===== config.mk =====
export PLATFORM = sky130hd
export DESIGN_NAME = i2c_txn_arbiter
export DESIGN_NICKNAME = d
export VERILOG_FILES = /design/src/rtl/i2c_txn_arbiter.sv
export SDC_FILE = /design/constraint.sdc
export NUM_CORES = 1
export LEC_CHECK = 0
export ABC_CLOCK_PERIOD_IN_PS = 3160
export CAP_MARGIN = 20
export CORE_UTILIZATION = 46
export CTS_CLUSTER_DIAMETER = 120
export DETAILED_ROUTE_END_ITERATION = 10
export HOLD_SLACK_MARGIN = 0.12
export PLACE_DENSITY = 0.94
export SLEW_MARGIN = 5
export SYNTH_ARGS = -nofsm -noshare
export SYNTH_HDL_FRONTEND = slang
export SYNTH_SLANG_ARGS = --single-unit

===== constraint.sdc =====
create_clock -name clk -period 3.16 [get_ports clk]
set_clock_uncertainty 0.05 [all_clocks]
set_input_delay 0.632 -clock clk [delete_from_list [all_inputs] [get_ports clk]]
set_output_delay 0.632 -clock clk [all_outputs]
set_load 0.005 [all_outputs]

===== src/rtl/i2c_txn_arbiter.sv =====
// Round-robin arbiter that shares one byte-level I2C master engine between
// NUM_REQ requesters. It latches the winner's command, strobes the master,
// waits for completion under a watchdog, and returns status and read data.
module i2c_txn_arbiter #(
    parameter int NUM_REQ     = 4,
    parameter int TIMEOUT_CYC = 1024,
    parameter int TW          = 10
) (
    input  logic                 clk,
    input  logic                 reset,
    input  logic [NUM_REQ-1:0]   req,
    input  logic [NUM_REQ-1:0]   req_rw,
    input  logic [7*NUM_REQ-1:0] req_addr,
    input  logic [8*NUM_REQ-1:0] req_wdata,
    output logic [NUM_REQ-1:0]   gnt,
    output logic [NUM_REQ-1:0]   done,
    output logic [1:0]           status,
    output logic [7:0]           rdata,
    output logic                 m_start,
    output logic                 m_rw,
    output logic [6:0]           m_addr,
    output logic [7:0]           m_wdata,
    output logic                 m_abort,
    input  logic                 m_busy,
    input  logic                 m_done,
    input  logic                 m_nack,
    input  logic [7:0]           m_rdata
);

    localparam int IW = $clog2(NUM_REQ);

    localparam logic [1:0] ST_OK      = 2'b00;
    localparam logic [1:0] ST_NACK    = 2'b01;
    localparam logic [1:0] ST_TIMEOUT = 2'b10;

    typedef enum logic [1:0] {IDLE, ISSUE, WAIT, RESP} state_t;

    typedef struct packed {
        logic       rw;
        logic [6:0] addr;
        logic [7:0] wdata;
    } cmd_t;

    state_t               state_q, state_d;
    logic [IW-1:0]        rr_ptr_q, rr_ptr_d;
    logic [IW-1:0]        gidx_q, gidx_d;
    logic [NUM_REQ-1:0]   gnt_q, gnt_d;
    cmd_t                 cmd_q, cmd_d;
    logic [TW-1:0]        wd_q, wd_d;
    logic [1:0]           status_q, status_d;
    logic [7:0]           rdata_q, rdata_d;

    cmd_t [NUM_REQ-1:0]   req_cmd;
    logic                 pick_vld;
    logic [IW-1:0]        pick_idx;
    logic                 wd_expired;

    // Repack the flat per-requester buses into one command struct per lane.
    for (genvar gi = 0; gi < NUM_REQ; gi++) begin : g_lane
        assign req_cmd[gi] = '{rw:    req_rw[gi],
                               addr:  req_addr[7*gi +: 7],
                               wdata: req_wdata[8*gi +: 8]};
    end

    assign wd_expired = (wd_q == TW'(TIMEOUT_CYC - 1));

    // Round-robin pick: first requester at or above rr_ptr, wrapping. The scan
    // runs from the farthest offset down so the nearest hit is assigned last.
    always_comb begin
        logic [IW:0] sum;
        pick_vld = 1'b0;
        pick_idx = '0;
        sum      = '0;
        for (int k = NUM_REQ - 1; k >= 0; k--) begin
            sum = {1'b0, rr_ptr_q} + (IW+1)'(k);
            if (sum >= (IW+1)'(NUM_REQ)) begin
                sum = sum - (IW+1)'(NUM_REQ);
            end
            if (req[sum[IW-1:0]]) begin
                pick_vld = 1'b1;
                pick_idx = sum[IW-1:0];
            end
        end
    end

    // State and datapath registers; reset is asynchronous so every output
    // collapses to zero as soon as reset asserts.
    always_ff @(posedge clk or negedge reset) begin
        if (!reset) begin
            state_q  <= IDLE;
            rr_ptr_q <= '0;
            gidx_q   <= '0;
            gnt_q    <= '0;
            cmd_q    <= '0;
            wd_q     <= '0;
            status_q <= '0;
            rdata_q  <= '0;
        end else begin
            state_q  <= state_d;
            rr_ptr_q <= rr_ptr_d;
            gidx_q   <= gidx_d;
            gnt_q    <= gnt_d;
            cmd_q    <= cmd_d;
            wd_q     <= wd_d;
            status_q <= status_d;
            rdata_q  <= rdata_d;
        end
    end

    // Next-state logic; m_done beats the watchdog when both land together.
    always_comb begin
        state_d = state_q;
        case (state_q)
            IDLE:    if (pick_vld && !m_busy) state_d = ISSUE;
            ISSUE:   state_d = WAIT;
            WAIT:    if (m_done || wd_expired) state_d = RESP;
            RESP:    state_d = IDLE;
            default: state_d = IDLE;
        endcase
    end

    // Datapath updates: latch the winner, run the watchdog, capture results.
    always_comb begin
        rr_ptr_d = rr_ptr_q;
        gidx_d   = gidx_q;
        gnt_d    = gnt_q;
        cmd_d    = cmd_q;
        wd_d     = wd_q;
        status_d = status_q;
        rdata_d  = rdata_q;
        case (state_q)
            IDLE: begin
                if (pick_vld && !m_busy) begin
                    gidx_d           = pick_idx;
                    gnt_d            = '0;
                    gnt_d[pick_idx]  = 1'b1;
                    cmd_d            = req_cmd[pick_idx];
                end
            end
            ISSUE: begin
                wd_d = '0;
            end
            WAIT: begin
                wd_d = wd_q + 1'b1;
                if (m_done) begin
                    status_d = m_nack ? ST_NACK : ST_OK;
                    rdata_d  = m_rdata;
                end else if (wd_expired) begin
                    status_d = ST_TIMEOUT;
                    rdata_d  = '0;
                end
            end
            RESP: begin
                gnt_d    = '0;
                rr_ptr_d = (gidx_q == IW'(NUM_REQ - 1)) ? '0 : gidx_q + 1'b1;
            end
            default: ;
        endcase
    end

    // Outputs: strobes decode from state, everything else is registered.
    always_comb begin
        m_start = (state_q == ISSUE);
        m_abort = (state_q == WAIT) && wd_expired && !m_done;
        done    = (state_q == RESP) ? gnt_q : '0;
        gnt     = gnt_q;
        status  = status_q;
        rdata   = rdata_q;
        m_rw    = cmd_q.rw;
        m_addr  = cmd_q.addr;
        m_wdata = cmd_q.wdata;
    end

endmodule


# Word-level counts from Yosys, hierarchy flattened
# Cells that the tools add are included.
[word_totals]
ff_bits = 46
latchBits = 0
mem_bits_rw = 0
romBits = 0
in_bits = 81
elab_cells = 88
n_memories = 0
[classes]
add_sub_neg = 9
n_mul = 0
div_mod_pow = 0
order_cmp = 10
n_eq_ne = 7
shifts = 0
muxes = 37
bitwise = 0
reduce_logical = 15
[op_table]
columns = ["op", "n"]
rows = [
  ["$bmux W16 S2", 1],
  ["$mux W2", 13],
  ["$pmux W10 S2", 1],
  ["$mux W16", 1],
  ["$mux W8", 2],
  ["$lt A2 B3 Y1 const B", 5],
  ["$add A10 B1 Y10 const B", 1],
  ["$eq A10 B10 Y1 const B", 1],
  ["$mux W1", 10],
  ["$ge A3 B3 Y1 const B", 3],
  ["$bmux W1 S2", 4],
  ["$mux W4", 2],
  ["$pmux W2 S4", 1],
  ["$pmux W4 S2", 1],
  ["$reduce_and A2 Y1", 4],
  ["$sub A2 B1 Y2 const B", 4],
  ["$add A2 B2 Y3 const B", 2],
  ["$eq A2 B2 Y1 const B", 3],
  ["$reduce_bool A2 Y1", 3],
  ["$logic_and A1 B1 Y1", 4],
  ["$ne A2 B2 Y1 const B", 2],
  ["$add A2 B1 Y3 const B", 1],
  ["$ge A2 B3 Y1 const B", 1],
  ["$add A2 B1 Y2 const B", 1],
  ["other kinds (6)", 7],
]

# Depth between registers and ports, before layout
[depth]
word_depth = 15
depth_mapped = 8
mapped_depth_nobuf = 6

# Least setup slack after synthesis
# Ideal clock, no wire load.
[synth_timing]
kind = "input -> register"
from = "input port req[1]"
to = "register state_q[1]"
setup_time_ns = 0.128
arrival_ns = 1.930
slack_ns = 1.052
cell_stages = 6
path_buffers = 1
path_cell_list = "buf_6 -> or4_4 -> nand3_2 -> nand2_1 -> o31ai_2 -> mux2_1"
[synth_via]
elab_chain_cells = 9
[synth_lines]
columns = ["item", "line_no", "source"]
rows = [
  ["start, declared", "11", "input logic [NUM_REQ-1:0] req,"],
  ["$bmux W1 S2", "79", "if (req[sum[IW-1:0]]) begin"],
  ["$mux W1 (implied by the code)", "79", ""],
  ["$mux W1 (3 in series)", "79", ""],
  ["$mux W1 *", "79", ""],
  ["$logic_and A1 B1 Y1 *", "114", "IDLE: if (pick_vld && !m_busy) state_d = ISSUE;"],
  ["$ne A2 B2 Y1 (no line) *", "n/a", ""],
  ["$reduce_and A2 Y1 (no line) *", "n/a", ""],
  ["end signal, assigned", "99", "state_q <= state_d;"],
  ["end, declared", "44", "state_t state_q, state_d;"],
]
# Every way passes the cells marked *; elsewhere a longest branch is shown, timed or not. The select of a mux whose other input is x is not followed.
# A chain may end at the register's enable or synchronous reset.

# Worst setup path in the final report
[layout_timing]
from = "register state_q[0]"
to = "output port m_abort"
[layout_via]
elab_chain_cells = 3
[layout_lines]
columns = ["item", "line_no", "source"]
rows = [
  ["$eq A2 B2 Y1", "164", "m_abort = (state_q == WAIT) && wd_expired && !m_done;"],
  ["$logic_and A1 B1 Y1 (2 in series)", "164", ""],
  ["end, declared", "23", "output logic m_abort,"],
]
# No other way between the ends.

==> reports/results.ini <==
[critical_path]
cp.required_ns = 2.48
timing.critical_path.to_type = output port
reg2reg_to = wd_q[5]$_DFFE_PN0P_
critPathBufInv = 3
reg2reg_depth = 5
cpPeakStageDelay_ns = 0.55
startpoint_type = flop
path_max_fanout = 9
regToRegStartpoint = state_q[0]$_DFFE_PN0P_
critical_path_class = reg2out
cpMostUsedCell = inv_1
cp_top_family = buffers and inverters
path_cells = inv_1 -> ha_1 -> inv_1 -> nor4_1 -> clkdlybuf4s50_1
arrival_ns = 2.25
slowest_stage = clkdlybuf4s50_1
reg2reg_slack_ns = 1.11

[routing]
routedWlPerCell_um = 17.5
final_antenna_net_count = 0
routed_wirelength_um = 8180
vias_per_cell = 5.97
first_pass_iters = 4
route.detailed.drc = 0
via_count = 2792
drtIter0Drc = 214

[clock_network]
clk_latency_ns = 0.30
cts_tree = yes
clk_pin_slew_ns = 0.10
postCtsSetupRepairBufs = 0
clockRootBuffer = clkbuf_8
cts_buffer_depth = 2
numCtsBuffers = 5
clock-sinks = 46
h-tree-depth = 2
cts_hold_buf = 0
cts.repair.resized = 0

[power]
seq_power_share_pct = 32.8
pwr-share-comb_pct = 53.9
peakVddDrop_mv = 0.436
power.switching_mw = 1.15
clockPowerShare_pct = 13.3
leakagePower_nw = 1.66
internal_power_mw = 1.72
power.density_nw_per_um2 = 704
sw_frac_of_total_pct = 40.0

[status]
status = complete, no violations

[logic_synthesis]
async_flop_share_pct = 100
yosysUniqueCellTypes = 48
netlist.area_leader.share_pct = 41.4
mappedNetlistArea_um2 = 2780
synth_edf_count = 0
yosys_warnings = 0
synth_fp_nets = 373
syn_inst = 285
ys_top_cells_by_area = dfrtp_1, mux2i_1, o21ai_1
synth_flop_cell = dfrtp_1
ys_seq_elements = 46
avgSynthCellArea_um2 = 9.76
synth_area_leader_cell = dfrtp_1
synth_seq_area_share_pct = 41.4

[timing]
rsz0062_at_grt = false
holdWs_ns = 0.192
period_share_pct = 92.8
finalSetupTns_ns = 0
tightestPinTransition_ns = 0.702
fmax_mhz = 341
drv_slew = 0
finalHoldViolCount = 0
fin_crit_ns = 2.93
setup_violations = 0
max-slew-margin-rel_pct = 53.2

[job]
drv_cap = 0

[placed_design]
place_congestion = 0.780
dp_hpwl_um = 5930
numPlacedInstances = 459
numPortBuffers = 116

[die]
dieArea_um2 = 6360
start_util_pct = 49.0
rows = 27
dieHeight_um = 79.8
fp.coreArea_um2 = 5680
io_pins = 117
die_w_um = 79.8

[finish]
layout.nets = 483
area_growth_pct = 46.4
num_antenna_cells = 0
layoutNonFillerInstCount = 468
layout_common_cells = clkdlybuf4s50_1, dfrtp_1, o21ai_1
drive_above_1_share_pct = 7.58
final_common_cell = clkdlybuf4s50_1
nFillCells = 456

[grt]
grt_pass1_wl_um = 13000
grt_use_total_pct = 26.3
gr-total-overflow = 0
grt_max_degree = 47
grt_pass1_vias = 2762
antenna_found_initial = 0

[min_path]
hp-class = in2async

==> cells in the mapped netlist (2+ instances only) <==
cell type,instances
a21o_1,2
a21oi_1,7
a22o_1,9
a41oi_1,16
and2_1,5
and3_1,3
buf_2,3
buf_4,2
buf_6,7
clkbuf_1,9
dfrtp_1,46
ha_1,7
inv_1,13
mux2i_1,17
nand2_1,8
nand2b_1,2
nand3_1,26
nand4_1,3
nor2_1,5
nor2b_1,3
o211ai_1,2
o21ai_0,14
o21ai_1,31
o22ai_1,4
o2bb2ai_1,16
or3_1,3
==> power groups by stage <==
stage	combinational [mW]	clock, mW	sequential, mW
6_report	1.55	0.382	0.941
3_3_place_gp	1.47	0	0.934
2_1_floorplan	0.929	0	0.917
4_1_cts	1.55	0.388	0.938
5_1_grt	1.69	0.414	0.967
3_5_place_dp	1.54	0	0.944
==> final cells by class <==
| class | count | area [um2] | area share, % |
|---|---|---|---|
| Multi-Input combinational cell | 204 | 1440 | 35.4 |
| Timing Repair Buffer | 125 | 1250 | 30.6 |
| Sequential cell | 46 | 1150 | 28.2 |
| Tap cell | 72 | 90.1 | 2.21 |
| Clock buffer | 5 | 68.8 | 1.69 |
| Inverter | 13 | 48.8 | 1.20 |
| Clock inverter | 3 | 25.0 | 0.614 |
==> how the worst max path moves through the flow <==
stage / from / end / slack, ns / depth (start not counted)
finish: state_q[0]$_DFFE_PN0P_ / m_abort / 0.23 / 5
global route: state_q[0]$_DFFE_PN0P_ / m_abort / 0.11 / 5
CTS: state_q[0]$_DFFE_PN0P_ / m_abort / 0.21 / 5
detailed placement: req[1] / m_wdata[5]$_DFFE_PN0P_ / 0.54 / 7
global placement: m_done / m_abort / 0.54 / 3
floorplan: req[1] / state_q[1]$_DFFE_PN0P_ / 1.05 / 6
==> state kept, by name (all words and copies together), names as in the netlist <==
signal / cells
rdata: 8
wd_q: 10
state_q: 2
rr_ptr_q: 2
m_addr: 7
m_wdata: 8
status: 2
m_rw: 1
gnt: 4
gidx_q: 2
==> layer usage <==
metal | up-vias | global-route usage [%] | wire [um]
met3 | 19 | 6.86 | 701
met1 | 1345 | 31.5 | 3250
met4 | 0 | 8.75 | 207
li1 | 1305 | - | -
met5 | - | 0 | 0
met2 | 123 | 45.7 | 4020
==> cells by family (layout without fill, tap and decap cells) <==
kind of cell	after synthesis	after routing	share of synthesized area [%]
AO/OA/AOI/OAI	111	111	27.9
AND/OR/NAND/NOR	66	66	13.4
flip-flops	46	46	41.4
buffers and inverters	35	146	7.01
multiplexers	19	19	6.92
adder cells (fa/ha/maj)	7	7	3.15
XOR/XNOR	1	1	0.315
==> worst reg2reg max path, delay by kind of cell (launching register included) <==
family,cells,cell delay [ns]
flops,1,0.39
buf+inv,1,0.11
compound gates,1,0.15
fa+ha+maj,1,0.56
simple gates,2,0.72
==> through the flow <==
stage | util, % | setup WS (ns) | power, mW | instance area [um2]
2_1_floorplan | - | 1.05 | 1.85 | 2780
3_3_place_gp | 69.8 | 0.544 | 2.40 | 3960
3_5_place_dp | 69.8 | 0.541 | 2.49 | 3960
4_1_cts | 71.5 | 0.209 | 2.87 | 4060
5_1_grt | 71.8 | 0.112 | 3.07 | 4080
6_report | 71.8 | 0.226 | 2.87 | 4080
Power figures use the tool's default switching activity.
